File: src/rtl/alu_pkg.sv
`default_nettype none
// ============================================================================
// Module   : alu_pkg
// Brief    : Shared op encodings, flag indices and pipeline-depth helper for
//            the segmented add/subtract unit.
// Revision : 1.0 - initial release
// ============================================================================
package alu_pkg;

    localparam logic [1:0] OP_ADD = 2'b00;
    localparam logic [1:0] OP_SUB = 2'b01;
    localparam logic [1:0] OP_ADC = 2'b10;
    localparam logic [1:0] OP_SBC = 2'b11;

    localparam int FLAG_V  = 0;
    localparam int FLAG_C  = 1;
    localparam int FLAG_Z  = 2;
    localparam int FLAG_N  = 3;
    localparam int FLAGS_W = 4;

    // Per-beat side information travelling down the pipe with the operands.
    typedef struct packed {
        logic sat;
        logic sign_a;
        logic sign_b;
    } meta_t;

    function automatic int calc_nseg(input int width, input int seg_w);
        return width / seg_w;
    endfunction

endpackage
`default_nettype wire

File: src/rtl/addsub_seg.sv
`default_nettype none
// ============================================================================
// Module   : addsub_seg
// Brief    : Registered SEG_W-bit adder slice with carry in/out and a valid
//            bit; all state advances only when en_i is high.
// Revision : 1.0 - initial release
// ============================================================================
module addsub_seg #(
    parameter int SEG_W = 8
) (
    input  logic             clk,
    input  logic             rst,
    input  logic             en_i,
    input  logic             valid_i,
    input  logic [SEG_W-1:0] a_i,
    input  logic [SEG_W-1:0] b_i,
    input  logic             cin_i,
    output logic             valid_o,
    output logic [SEG_W-1:0] sum_o,
    output logic             cout_o
);

    logic [SEG_W:0]   sum_d;
    logic [SEG_W-1:0] sum_q;
    logic             cout_q;
    logic             valid_q;

    always_comb begin
        sum_d = {1'b0, a_i} + {1'b0, b_i} + {{SEG_W{1'b0}}, cin_i};
    end

    always_ff @(posedge clk or posedge rst) begin
        if (rst) begin
            valid_q <= 1'b0;
            sum_q   <= '0;
            cout_q  <= 1'b0;
        end else if (en_i) begin
            valid_q <= valid_i;
            sum_q   <= sum_d[SEG_W-1:0];
            cout_q  <= sum_d[SEG_W];
        end
    end

    assign valid_o = valid_q;
    assign sum_o   = sum_q;
    assign cout_o  = cout_q;

endmodule
`default_nettype wire

File: src/rtl/alu_addsub_pipe.sv
`default_nettype none
// ============================================================================
// Module   : alu_addsub_pipe
// Brief    : Pipelined ADD/SUB/ADC/SBC unit, one carry segment per stage, with
//            {N,Z,C,V} flags and valid/ready on both sides. Optional signed
//            saturation is enabled by defining ADDSUB_SAT_EN (adds port sat_i).
// Revision : 1.0 - initial release
// ============================================================================
module alu_addsub_pipe
    import alu_pkg::*;
#(
    parameter int WIDTH = 16,
    parameter int SEG_W = 8
) (
    input  logic               clk,
    input  logic               rst,
    input  logic               in_valid_i,
    output logic               in_ready_o,
    input  logic [WIDTH-1:0]   a_i,
    input  logic [WIDTH-1:0]   b_i,
    input  logic [1:0]         op_i,
    input  logic               cin_i,
`ifdef ADDSUB_SAT_EN
    input  logic               sat_i,
`endif
    output logic               out_valid_o,
    input  logic               out_ready_i,
    output logic [WIDTH-1:0]   result_o,
    output logic [FLAGS_W-1:0] flags_o
);

    localparam int NSEG = calc_nseg(WIDTH, SEG_W);

    generate
        if ((WIDTH % SEG_W) != 0 || NSEG < 1 || NSEG > 8) begin : g_param_check
            $error("alu_addsub_pipe: WIDTH must be SEG_W times 1..8");
        end
    endgenerate

    logic             adv;
    logic [WIDTH-1:0] b_eff;
    logic             carry0;
    logic             sat_in;
    meta_t            meta_in;

    // Stage k consumes the low segment of opa_w[k]/opb_w[k]; the remainder is
    // shifted down into opa_q[k] so the next stage again reads the low bits.
    logic [WIDTH-1:0] opa_w  [NSEG];
    logic [WIDTH-1:0] opb_w  [NSEG];
    logic [WIDTH-1:0] opa_q  [NSEG];
    logic [WIDTH-1:0] opb_q  [NSEG];
    logic [WIDTH-1:0] res_q  [NSEG];
    logic [WIDTH-1:0] acc_w  [NSEG];
    meta_t            meta_q [NSEG];
    logic             seg_cin  [NSEG];
    logic             seg_vin  [NSEG];
    logic             seg_vld  [NSEG];
    logic [SEG_W-1:0] seg_sum  [NSEG];
    logic             seg_cout [NSEG];

    // No bubble collapsing: the whole pipe stalls only when the output is held.
    assign adv        = !out_valid_o || out_ready_i;
    assign in_ready_o = adv;

`ifdef ADDSUB_SAT_EN
    assign sat_in = sat_i;
`else
    assign sat_in = 1'b0;
`endif

    always_comb begin
        b_eff  = b_i;
        carry0 = 1'b0;
        unique case (op_i)
            OP_ADD: begin
                b_eff  = b_i;
                carry0 = 1'b0;
            end
            OP_SUB: begin
                b_eff  = ~b_i;
                carry0 = 1'b1;
            end
            OP_ADC: begin
                b_eff  = b_i;
                carry0 = cin_i;
            end
            OP_SBC: begin
                b_eff  = ~b_i;
                carry0 = cin_i;
            end
            default: begin
                b_eff  = b_i;
                carry0 = 1'b0;
            end
        endcase
    end

    assign meta_in = '{sat: sat_in, sign_a: a_i[WIDTH-1], sign_b: b_eff[WIDTH-1]};

    generate
        for (genvar k = 0; k < NSEG; k++) begin : g_stage
            if (k == 0) begin : g_head
                assign opa_w[k]   = a_i;
                assign opb_w[k]   = b_eff;
                assign seg_cin[k] = carry0;
                assign seg_vin[k] = in_valid_i;

                always_ff @(posedge clk or posedge rst) begin
                    if (rst) begin
                        res_q[k]  <= '0;
                        meta_q[k] <= '0;
                    end else if (adv) begin
                        res_q[k]  <= '0;
                        meta_q[k] <= meta_in;
                    end
                end
            end else begin : g_body
                assign opa_w[k]   = opa_q[k-1];
                assign opb_w[k]   = opb_q[k-1];
                assign seg_cin[k] = seg_cout[k-1];
                assign seg_vin[k] = seg_vld[k-1];

                always_ff @(posedge clk or posedge rst) begin
                    if (rst) begin
                        res_q[k]  <= '0;
                        meta_q[k] <= '0;
                    end else if (adv) begin
                        res_q[k]  <= acc_w[k-1];
                        meta_q[k] <= meta_q[k-1];
                    end
                end
            end

            always_ff @(posedge clk or posedge rst) begin
                if (rst) begin
                    opa_q[k] <= '0;
                    opb_q[k] <= '0;
                end else if (adv) begin
                    opa_q[k] <= opa_w[k] >> SEG_W;
                    opb_q[k] <= opb_w[k] >> SEG_W;
                end
            end

            addsub_seg #(
                .SEG_W (SEG_W)
            ) u_seg (
                .clk     (clk),
                .rst     (rst),
                .en_i    (adv),
                .valid_i (seg_vin[k]),
                .a_i     (opa_w[k][SEG_W-1:0]),
                .b_i     (opb_w[k][SEG_W-1:0]),
                .cin_i   (seg_cin[k]),
                .valid_o (seg_vld[k]),
                .sum_o   (seg_sum[k]),
                .cout_o  (seg_cout[k])
            );

            assign acc_w[k] = res_q[k] | (WIDTH'(seg_sum[k]) << (k * SEG_W));
        end
    endgenerate

    logic [WIDTH-1:0]   res_raw;
    logic [WIDTH-1:0]   res_fin;
    logic               ovf;
    meta_t              meta_out;
    logic [FLAGS_W-1:0] flags_w;

    assign res_raw  = acc_w[NSEG-1];
    assign meta_out = meta_q[NSEG-1];

    // Clamp sits after the last register so latency is the same with or
    // without saturation; N/Z follow the clamped value, C/V the raw sum.
    always_comb begin
        ovf     = (meta_out.sign_a == meta_out.sign_b) &&
                  (res_raw[WIDTH-1] != meta_out.sign_a);
        res_fin = res_raw;
        if (meta_out.sat && ovf) begin
            res_fin = meta_out.sign_a ? {1'b1, {(WIDTH-1){1'b0}}}
                                      : {1'b0, {(WIDTH-1){1'b1}}};
        end
        flags_w         = '0;
        flags_w[FLAG_N] = res_fin[WIDTH-1];
        flags_w[FLAG_Z] = (res_fin == '0);
        flags_w[FLAG_C] = seg_cout[NSEG-1];
        flags_w[FLAG_V] = ovf;
    end

    assign out_valid_o = seg_vld[NSEG-1];
    assign result_o    = res_fin;
    assign flags_o     = out_valid_o ? flags_w : '0;

endmodule
`default_nettype wire

File: config.mk
export PLATFORM = sky130hd
export DESIGN_NAME = alu_addsub_pipe
export DESIGN_NICKNAME = d
export VERILOG_FILES = /design/src/rtl/alu_pkg.sv /design/src/rtl/addsub_seg.sv /design/src/rtl/alu_addsub_pipe.sv
export SDC_FILE = /design/constraint.sdc
export NUM_CORES = 1
export LEC_CHECK = 0
export ABC_AREA = 1
export ABC_CLOCK_PERIOD_IN_PS = 1500
export CORE_ASPECT_RATIO = 0.6
export CORE_MARGIN = 1.5
export CORE_UTILIZATION = 29
export CTS_CLUSTER_DIAMETER = 40
export DETAILED_ROUTE_END_ITERATION = 10
export PLACE_DENSITY = 0.61
export SETUP_SLACK_MARGIN = 0.5
export SYNTH_ARGS = -nofsm -noshare
export SYNTH_HDL_FRONTEND = slang
export SYNTH_SLANG_ARGS = --single-unit
File: constraint.sdc
create_clock -name clk -period 1.5 [get_ports clk]
set_input_delay 0.45 -clock clk [delete_from_list [all_inputs] [get_ports clk]]
set_output_delay 0.45 -clock clk [all_outputs]
set_load 0.1 [all_outputs]
==> summary.md, run 1 <==
| Metric | Value |
|---|---|
| Run status | finished, violations left |
| Failing checks | negative setup slack |
| Die Area | between 0.01 and 0.015 mm² |
| Share of cells above drive strength 1 | between 50% and 60% |
| Routed vias/inst | 4.46 |
| Post-synth ARST share | 100% |
| Hold Fails Final Rpt | 0 |
| Critical Path Slowest Stage Cell | dfrtp_2 |
| Gate power share | 65.0% |
| Syn avg cell area | 7.98 µm² |
| Multi-input gate area | 0.00192 mm² |
| CTS tree | built |
| Final GP Congestion | 0.832 |
| Total of fill cells in the finished design | 753 |
| Final ANT Viol Nets | 0 |
| Cells after Synth | 351 |
| CP Cell Sequence | nor2_2, nand2_2, nor4_4, buf_12 |
| Chip width | 130 µm |
| CP max stage delay | 0.43 ns |
| Clk_lat worst skew | 0.29 ns |
| TritonCTS Buffers | 5 |
| Count of standard-cell rows | 27 |
| EDFF count, synth | 0 |
| Global route overflow | 0 |
| Final Skew | 0.00847 ns |
| Clk pin slew, worst setup/hold paths | approximately 0.060 ns |
| Max_slew headroom | 78.5% |
| Area Growth Syn to Fin | 90.8% |
| Critical Path AT | 1.55 ns |
| Switching power | 3.82 mW |
| Antenna cells | 0 |
| RSZ-0062 raised after global routing | yes |
| IO Pins | just over 60 |
| Storage element area | 0.00116 mm² |
| Sequential fraction of the synthesis area | 41.1% |
| Total Wirelength | 8760 µm |
| Ys Warns | 0 |
| Clock share of power | 12.8% |
| Largest net degree at the start of global routing | 47 |
| Top Metal Used | met4 |
| P per Cell Area | 1580 mW/mm² |
| Slew Limit Fails | 0 |
| Vias in the first global route | 2,586 |
| Fmax achieved | 0.499 GHz |
| CP Class | flip-flop to output pin |
| Global Route Usage Sum | 17.0% |
| Metal2 WL | 3890 µm |
| Reg power frac | 22.1% |
| Net Sw Frac | a little under half |
| Final setup viols | 41 |
| WHS | 0.465 ns |
| FF+latch count, synth | between 40 and 50 |
| First-pass GRT wire length | 13,200 µm |
| Max clock buf depth | 2 |
| Commonest non-fill, non-tap cell in the layout | nand2_1 |
| Worst VDD drop | 1.15 mV |
| Leakage Power | 2.56 nW |
| Initial core utilization | 30.1% |
| # nets final | between 500 and 600 |
| Drt drc | 0 |
| Initial antenna violation count | 0 |
| Max FO, Critical Path | 2 |
| Root Driver | clkbuf_16 |
| Pin slew with the least headroom to its limit | ~0.32 ns |
| DP Wirelength | 5290 µm |
| Hold bufs inserted after CTS | 0 |
| Max-cap check violation count | 0 |
| Syn Nets | 408 |
| Mapped cell area | 0.00280 mm² |
| Port Buffers | 60 |
| Met1 wire length | 4250 µm |
| Met3 wire length | 491 µm |
| Synth cell types | 27 |
| Clock Sinks | 46 |
| Fin crit share | 134% |
| Core area | roughly 0.0093 mm² |
| Setup ws final | -0.503 ns |
| Avg WL per Cell | 14.5 µm |
| Commonest non-fill, non-tap cells in the layout | nand2_1 (60), dfrtp_1 (40), nand2_2 (38) |
| Via count | between 2,000 and 3,000 |
| Int Power | 4.65 mW |
| Setup TNS | -5.12 ns |
| Worst path required time | between 1 and 1.5 ns |
| Ys flop type | dfrtp_1 |
| Die height | 79.1 µm |
| Minimum clock period after layout | around 2 ns |
| Hold crit path type | flip-flop to flip-flop |
| CP startpoint kind | flip-flop |
| Htree depth | 2 |
| Drt first pass iters | 4 |
| CP Capture Type | output pin |
| Iteration-0 DRC Markers | 107 |
## routing by layer
layer,track usage (%),vias to the layer above
li1,-,1332
met5,0,-
met4,3.33,0
met1,25.5,1271
met2,24.7,74
met3,4.25,10
## path summary, 6_finish.rpt
| check | from | endpoint | slack (ns) | cells past startpoint |
|---|---|---|---|---|
| setup / recovery | g_stage[1].u_seg.sum_o[7] | flags_o[2] | -0.50 | 4 |
| hold / removal | g_stage[0].u_seg.valid_o | g_stage[1].u_seg.valid_o | 0.47 | 2 |
| setup reg to reg | opa_q[16] | g_stage[1].u_seg.sum_o[4] | -0.19 | 10 |
| hold reg to reg | g_stage[0].u_seg.valid_o | g_stage[1].u_seg.valid_o | 0.47 | 2 |
| max in group asynchronous | rst | opb_q[19] | 0.70 | 3 |
| min in group asynchronous | rst | g_stage[1].u_seg.valid_o | 0.56 | 3 |
## stage by stage
step / cell area, µm² / std cells / total power [mW] / utilization [%] / worst slack (ns)
floorplan: 3070 / 351 / 4.83 / - / -0.676
global placement: 3990 / 552 / 6.04 / 43.0 / -0.974
detailed placement: 3990 / 552 / 6.08 / 43.0 / -1.05
CTS: 4820 / 582 / 7.90 / 51.9 / -0.463
global route: 5340 / 603 / 8.89 / 57.5 / -0.562
finish: 5340 / 603 / 8.47 / 57.5 / -0.503
## Yosys cell counts (all sizes together), types with 3 or more instances
| cell type | instances | area (µm²) |
|---|---|---|
| xor2 | 8 | 70.1 |
| a21oi | 8 | 40.0 |
| or2 | 4 | 25.0 |
| nand3 | 16 | 80.1 |
| dfrtp | 46 | 1150 |
| buf | 27 | 196 |
| xnor2 | 10 | 87.6 |
| nand2 | 115 | 432 |
| o21ai | 26 | 130 |
| nand4 | 3 | 18.8 |
| nand3b | 4 | 30.0 |
| ha | 14 | 175 |
| inv | 41 | 154 |
| fa | 4 | 80.1 |
| nor2 | 16 | 67.6 |
## cells by family after synthesis
group | share of synthesized area (%)
compound gates | 7.06
xor+xnor | 5.63
fa+ha+maj | 9.12
buf+inv | 12.5
flops | 41.1
mux | 0.402
simple gates | 24.2
## final cells by class
| cell class | count | share of cell area [%] |
|---|---|---|
| timing repair buffer | 141 | 33.6 |
| inverter | 41 | 3.23 |
| clock inverter | 2 | 0.187 |
| sequential | 46 | 21.7 |
| clock buffer | 6 | 2.41 |
| multi-input combinational | 237 | 35.8 |
| tap | 130 | 3.04 |
## power groups by stage
stage | Combinational (mW) | Clock (mW) | Sequential, mW
CTS | 4.95 | 1.11 | 1.85
detailed placement | 4.28 | 0 | 1.80
floorplan | 3.00 | 0 | 1.83
finish | 5.51 | 1.08 | 1.88
global placement | 4.25 | 0 | 1.79
global route | 5.81 | 1.17 | 1.91
## state kept, by name, summed over array words and instances, names as in the netlist
register,flops
opb_q,7
g_stage.u_seg.cout_o,2
opa_q,7
g_stage.u_seg.sum_o,16
g_stage.u_seg.valid_o,2
res_q,8
meta_q,2
meta_out,2
## timing repair
action,4_1_cts,5_1_grt
pin swaps,57,52
endpoints found under the setup margin,68,68
cloned,5,3
gates resized for setup,142,87
buffers inserted,17,18
## critical path: cells and delay by family, from the launching register on
family	cells	cell delay [ns]
AND/OR/NAND/NOR	3	0.60
flip-flops	1	0.43
buffers and inverters	1	0.22
No activity file was read; power rests on OpenSTA's default activity.
==> run 2, diff against run 1 <==
- SYNTH_HIERARCHICAL: not set -> 1
==> run 2 against run 1 <==
Design area shrank 2.3%; largest cell class unchanged; critical path depth grew 2; cell count shrank 1.3%; worst hold slack gained 0.034 ns; the flow still finishes with violations (negative setup slack); synthesized cell count shrank 1.1%.
==> summary.md, run 2 <==
| Metric | Value |
|---|---|
| Run status | finished, violations left |
| Failing checks | negative setup slack |
| First-pass GRT wire length | 12,700 µm (-3.5%) |
| Port Buffers | 60 (unchanged) |
| FF+latch count, synth | 46 (unchanged) |
| Synth top area share | 39.1% (-2.0 points) |
| Area Growth Syn to Fin | 77.5% |
| FF-to-FF Start | opa_q[16] |
| Avg WL per Cell | 13.0 µm (-10%) |
| Final GP Congestion | 0.792 (-4.8%) |
| Commonest non-fill, non-tap cells in the layout | nand2_1 (55), dfrtp_1 (37), inv_1 (36) |
| Largest area contributor in the netlist | dfrtp_1 |
| Clk_lat worst skew | 0.28 ns (about the same) |
| Hold Crit Start | g_stage[0].u_seg/valid_o |
| Ys flop type | dfrtp_1 |
| Hold Path Stages | 2 (unchanged) |
| Syn Nets | 404 (-0.98%) |
| Max FO, Critical Path | 2 (unchanged) |
| Syn avg cell area | 8.47 µm² (+6.2%) |
| Pin slew with the least headroom to its limit | 0.406 ns (+0.0861 ns) |
| Ys Warns | 6 (+6) |
| Final setup viols | 56 (+37%) |
| Top post-synthesis cells by area | dfrtp_1 (39%), nand2_1 (13%), ha_1 (6.0%), inv_1 (5.4%), o21ai_2 (3.9%) |
| Post-synth ARST share | 100% (unchanged) |
| Leakage Power | 2.41 nW (-5.9%) |
| Iteration-0 DRC Markers | 78 (-27%) |
| EDFF count, synth | 0 (unchanged) |
| Worst reg-to-reg setup slack | -0.33 ns (-0.14 ns) |
| TritonCTS Buffers | 5 (unchanged) |
| Reg2Reg Depth | 9 (-1) |
| Critical Path AT | 1.45 ns (-0.10 ns) |
| Setup TNS | -6.79 ns (-1.67 ns) |
| Placed Area | 0.00420 mm² (+5.1%) |
| Total of fill cells in the finished design | 854 (+13%) |
| Final ANT Viol Nets | 0 (unchanged) |
| Clock Sinks | 46 (unchanged) |
| Storage element area | 0.00118 mm² (+2.0%) |
| Hold Fails Final Rpt | 0 (unchanged) |
| CP startpoint kind | flip-flop |
| Top post-synthesis cells by count | nand2_1 (99), dfrtp_1 (46), inv_1 (42), nor2_1 (18), nand3_1 (15) |
| Root Driver | clkbuf_16 |
| Top cell by count, worst path | nor2_4 |
| Core area | 0.00984 mm² (+6.0%) |
| # nets final | 516 (-2.5%) |
| Total Wirelength | 7760 µm (-11%) |
| Cells after Synth | 347 (-1.1%) |
| Final Skew | 0.00433 ns (-0.00414 ns) |
| Fin crit share | 126% (-7.1 points) |
| Commonest non-fill, non-tap cell in the layout | nand2_1 |
| Antenna cells | 0 (unchanged) |
| Top-count cell post-synth | nand2_1 |
| CP Cell Sequence | nor2_4, nand2_2, nor2_1, nand2_1, nor2_4, buf_12 |
| RSZ-0062 raised after global routing | yes |
| Vias in the first global route | 2,535 (-2.0%) |
| Via count | 2,576 (-4.1%) |
| Max-cap check violation count | 0 (unchanged) |
| Global Route Usage Sum | 15.2% (-1.8 points) |
| Share of cells above drive strength 1 | 50.9% (-3.0 points) |
| Initial antenna violation count | 0 (unchanged) |
| IO Pins | 61 (unchanged) |
| Chip width | 133 µm (+2.4%) |
| Routed vias/inst | 4.33 (-2.8%) |
| DP Wirelength | 5640 µm (+6.6%) |
| Critical Path Slowest Stage Cell | dfrtp_4 |
| Htree depth | 2 (unchanged) |
| Clk pin slew, worst setup/hold paths | 0.07 ns (about the same) |
| Drt drc | 0 (unchanged) |
| WHS Endpoint | g_stage[1].u_seg/valid_o |
| Max reg flops | 16 (unchanged) |
| Cell total after placement | 560 (+1.4%) |
| Max_slew headroom | 72.9% (-5.6 points) |
| Minimum clock period after layout | 1.90 ns (-0.106 ns) |
| Non-Filler Instances | 595 (-1.3%) |
| Synth cell types | 30 (+11%) |
| Sequential fraction of the synthesis area | 39.1% (-2.0 points) |
| Fmax achieved | 0.527 GHz (+5.6%) |
| Global route overflow | 0 (unchanged) |
| Die Area | 0.0108 mm² (+4.8%) |
| Largest net degree at the start of global routing | 16 (-66%) |
| P per Cell Area | 1800 mW/mm² (+13%) |
| Count of standard-cell rows | 28 (+3.7%) |
| Final instance area | 0.00522 mm² (-2.3%) |
| Worst path required time | 1.05 ns (about the same) |
| Worst VDD drop | 1.07 mV (-6.9%) |
| CP Capture Type | output pin |
| CTS tree | built |
| Setup ws final | -0.397 ns (+0.106 ns) |
| Initial core utilization | 29.9% (-0.27 points) |
| Multi-input gate area | 0.00186 mm² (-3.0%) |
| Die height | 81.0 µm (+2.4%) |
| Slew Limit Fails | 0 (unchanged) |
| CP Class | flip-flop to output pin |
| Mapped cell area | 0.00294 mm² (+5.0%) |
| CP max stage delay | 0.49 ns (+0.06 ns) |
| Max clock buf depth | 2 (unchanged) |
| R2r endpoint | g_stage[1].u_seg/sum_o[6] |
| Pwr Total | 9.38 mW (+11%) |
| Drt first pass iters | 4 (unchanged) |
| Hold crit path type | flip-flop to flip-flop |
[run 2: logic make-up after synthesis]
kind of cell / count (synthesis) / synth area share, %
compound gates: 43 / 10.7
fa+ha+maj: 18 / 8.68
flops: 46 / 39.1
mux: 1 / 0.383
xor+xnor: 18 / 5.36
buf+inv: 66 / 12.0
simple gates: 155 / 23.7
[run 2: repair_timing]
item | CTS | global route
hold buffers | 0 | 0
pin swaps | 37 | 22
setup buffers | 15 | 6
endpoints found under the setup margin | 68 | 68
gates resized for setup | 137 | 26
hold endpoints to repair | 0 | 0
cloned | 6 | 0
[run 2: through the flow]
step                      utilization, %  hold slack (ns)  setup slack [ns]
after floorplan                        -            0.290            -0.727
after global placement              42.6            0.465             -1.03
after detailed placement            42.6            0.466             -1.06
after CTS                           51.7            0.500            -0.485
after global routing                53.0            0.538            -0.479
final                               53.0            0.499            -0.397
[run 2: routing by layer]
| metal | up-vias | track usage [%] | routed length, µm |
|---|---|---|---|
| li1 | 1305 | - | - |
| met1 | 1213 | 22.2 | 4000 |
| met2 | 52 | 23.4 | 3430 |
| met3 | 6 | 3.06 | 267 |
| met4 | 0 | 3.41 | 55 |
| met5 | - | 0 | 0 |
[run 2: how the worst max path moves through the flow]
stage                                    from  depth (start not counted)                         to
global route        g_stage[1].u_seg/sum_o[2]                          6                 flags_o[2]
finish              g_stage[1].u_seg/sum_o[2]                          6                 flags_o[2]
detailed placement                    op_i[1]                          9  g_stage[0].u_seg/sum_o[4]
CTS                                   op_i[1]                          9  g_stage[0].u_seg/sum_o[4]
floorplan                             op_i[0]                         10  g_stage[0].u_seg/sum_o[4]
global placement                      op_i[1]                          9  g_stage[0].u_seg/sum_o[4]
[run 2: cell type report]
class / instances / share of cell area [%]
Clock buffer: 5 / 2.40
Clock inverter: 3 / 0.863
Inverter: 47 / 3.79
Multi-Input combinational cell: 235 / 35.6
Sequential cell: 46 / 22.7
Tap cell: 135 / 3.24
Timing Repair Buffer: 124 / 31.4
[run 2: where the power goes]
group          total, mW  leakage (nW)  internal [mW]  switching [mW]
combinational       6.02          1.80           2.63            3.39
clock               1.25        0.0760          0.785           0.465
sequential          2.11         0.533           1.70           0.407
[run 2: critical path, delay by kind of cell, from the launching register on]
family	cells	cell delay, ns
and+or+nand+nor	5	0.48
DFF	1	0.49
buffers and inverters	1	0.18
==> run 3, diff against run 2 <==
- CAP_MARGIN: not set -> 15
- CORE_UTILIZATION: 29 -> 47
- PLACE_DENSITY: 0.61 -> 0.86
==> run 3 against run 2 <==
Power is 2.5% higher; the flow still finishes with violations (negative setup slack); critical path depth is 4 higher; sequential power is 2% higher; combinational power is 8.3% higher; worst setup slack worse by 0.048 ns; global-route usage is 12 points higher; wire length is 39% higher; first-iteration DRC count grew to 2.9 times the previous value.
==> summary.md, run 3 (synthesis gave the netlist of run 2 again) <==
| Metric | Value |
|---|---|
| Die Area | 0.00675 mm² (-37%) |
| Antenna cells | 0 (unchanged) |
| RSZ-0062 raised after global routing | yes |
| Total Wirelength | 10,800 µm (+39%) |
| Leakage Power | 2.47 nW (+2.6%) |
| Met2 Use GR | 46.3% (+23 points) |
| Busiest grt layer | met2 |
| Routed vias/inst | 5.57 (+29%) |
| TritonCTS Buffers | 5 (unchanged) |
| Worst VDD drop | 1.15 mV (+7.3%) |
| Max reg flops | 16 (unchanged) |
| Critical path startpoint | op_i[1] |
| Root Driver | clkbuf_8 |
| First-pass GRT wire length | 14,000 µm (+9.7%) |
| Core area | 0.00608 mm² (-38%) |
| Hold crit path type | input pin to asynchronous set/reset pin |
| DP Wirelength | 5380 µm (-4.6%) |
| Max clock buf depth | 2 (unchanged) |
| Max FO, Critical Path | 2 (unchanged) |
| Non-Filler Instances | 548 (-7.9%) |
| Share of cells above drive strength 1 | 55.2% (+4.3 points) |
| Chip width | 105 µm (-21%) |
| Fmax achieved | 0.514 GHz (-2.5%) |
| Fin crit share | 130% (+3.2 points) |
| Htree depth | 2 (unchanged) |
| # nets final | 520 (+0.78%) |
| FF-to-FF Start | g_stage[0].u_seg/cout_o |
| Final setup viols | 36 (-36%) |
| Count of standard-cell rows | 22 (-21%) |
| Failing checks | negative setup slack |
| Global route overflow | 0 (unchanged) |
| Slew Limit Fails | 0 (unchanged) |
| Largest net degree at the start of global routing | 27 (+11) |
| Cell total after placement | 508 (-9.3%) |
| GR Util met1 | 34.8% (+13 points) |
| Run status | finished, violations left |
| Hold Fails Final Rpt | 0 (unchanged) |
| CP Capture Type | flip-flop |
| Port Buffers | 60 (unchanged) |
| Area Growth Syn to Fin | 79.7% |
| P per Cell Area | 1820 mW/mm² (+1.3%) |
| Pwr Total | 9.62 mW (+2.5%) |
| Avg WL per Cell | 19.7 µm (+51%) |
| Commonest non-fill, non-tap cell in the layout | nand2_1 |
| Clock Sinks | 46 (unchanged) |
| Clk pin slew, worst setup/hold paths | 0.09 ns (+0.02 ns) |
| Met3 Use GR | 6.94% (+3.9 points) |
| Max_slew headroom | 68.5% (-4.4 points) |
| Die height | 64.3 µm (-21%) |
| Max-cap check violation count | 0 (unchanged) |
| CTS tree | built |
| Vias in the first global route | 2,856 (+13%) |
| Final ANT Viol Nets | 0 (unchanged) |
| Commonest non-fill, non-tap cells in the layout | nand2_1 (54), nand2_2 (37), dfrtp_1 (37) |
| Critical Path AT | 2.14 ns (+0.69 ns) |
| Minimum clock period after layout | 1.95 ns (+0.0485 ns) |
| Worst path required time | 1.70 ns (+0.65 ns) |
| Clk_lat worst skew | 0.31 ns (+0.03 ns) |
| Final GP Congestion | 0.914 (+15%) |
| Via count | 3,051 (+18%) |
| Initial antenna violation count | 0 (unchanged) |
| Initial core utilization | 48.3% (+18 points) |
| IO Pins | 61 (unchanged) |
| CP Class | input pin to flip-flop |
| Final Skew | 0.0109 ns (+0.00653 ns) |
| Pin slew with the least headroom to its limit | 0.470 ns (+0.0636 ns) |
| Iteration-0 DRC Markers | 230 (+190%) |
| Core Util, Final | 86.9% (+34 points) |
| Setup ws final | -0.445 ns (-0.0485 ns) |
| Hold bufs inserted after CTS | 0 (unchanged) |
| Drt first pass iters | 6 (+2) |
| CP startpoint kind | input pin |
| Total of fill cells in the finished design | 272 (-68%) |
| Global Route Usage Sum | 27.1% (+12 points) |
| Drt drc | 0 (unchanged) |
## run 3: changes by cell type in the layout (fill, tap and decap cells not counted), sizes merged
cell and delta:
dlymetal6s2s +8, dlygate4sd2 -5, buf +4, clkdlybuf4s50 -3, clkbuf +1, clkinvlp -1
## run 3: area by class of cell
type | count | area [µm²] | share of cell area (%)
timing repair buffer | 128 | 1700 | 32.3
inverter | 47 | 200 | 3.79
clock buffer | 6 | 72.6 | 1.37
sequential | 46 | 1180 | 22.4
clock inverter | 2 | 37.5 | 0.710
tap | 84 | 105 | 1.99
multi-input combinational | 235 | 1980 | 37.5
## run 3: report_power, final
group / total [mW] / switching (mW) / internal, mW
logic: 6.52 / 3.76 / 2.75
clock network: 0.955 / 0.457 / 0.498
registers: 2.15 / 0.449 / 1.70
total: 9.62 / 4.67 / 4.95
## run 3: path summary, 6_finish.rpt
check	cells past startpoint	slack (ns)	endpoint
min	2	0.51	g_stage[0].u_seg/valid_o
min in group clk	2	0.54	res_q[3]
max	10	-0.45	g_stage[0].u_seg/sum_o[6]
min reg2reg	2	0.54	res_q[3]
max reg2reg	9	-0.41	g_stage[1].u_seg/sum_o[6]
max in group asynchronous	2	0.66	g_stage[1].u_seg/sum_o[3]
## run 3: repair_timing
action                                  in CTS  in global routing
setup buffers                               15                 12
endpoints found under the setup margin      68                 68
cloned                                       5                  0
pin swaps                                   28                 50
resized for setup                          116                 78
## run 3: per-layer routing
metal	part of all wire (%)	vias to the layer above
met5	0	-
met4	4.7	0
met3	9.8	54
met2	47	228
met1	38	1470
li1	-	1299
## run 3: stage by stage
stage,instance area (µm²),setup slack [ns],hold slack [ns],setup TNS [ns]
after floorplan,3210,-0.727,0.290,-7.28
after global placement,4140,-1.02,0.460,-14.98
after detailed placement,4140,-1.10,0.466,-16.14
after CTS,4880,-0.508,0.491,-5.01
after global routing,5280,-0.489,0.533,-7.04
final,5280,-0.445,0.507,-6.09
## run 3: worst max-delay path: stages
cell      delay [ns]
buf_6           0.09
mux2_4          0.29
fa_2            0.38
fa_2            0.38
nand2_2         0.09
nand3_2         0.09
nand3_2         0.12
nand3b_1        0.10
nand3_1         0.10
nand2_1         0.06
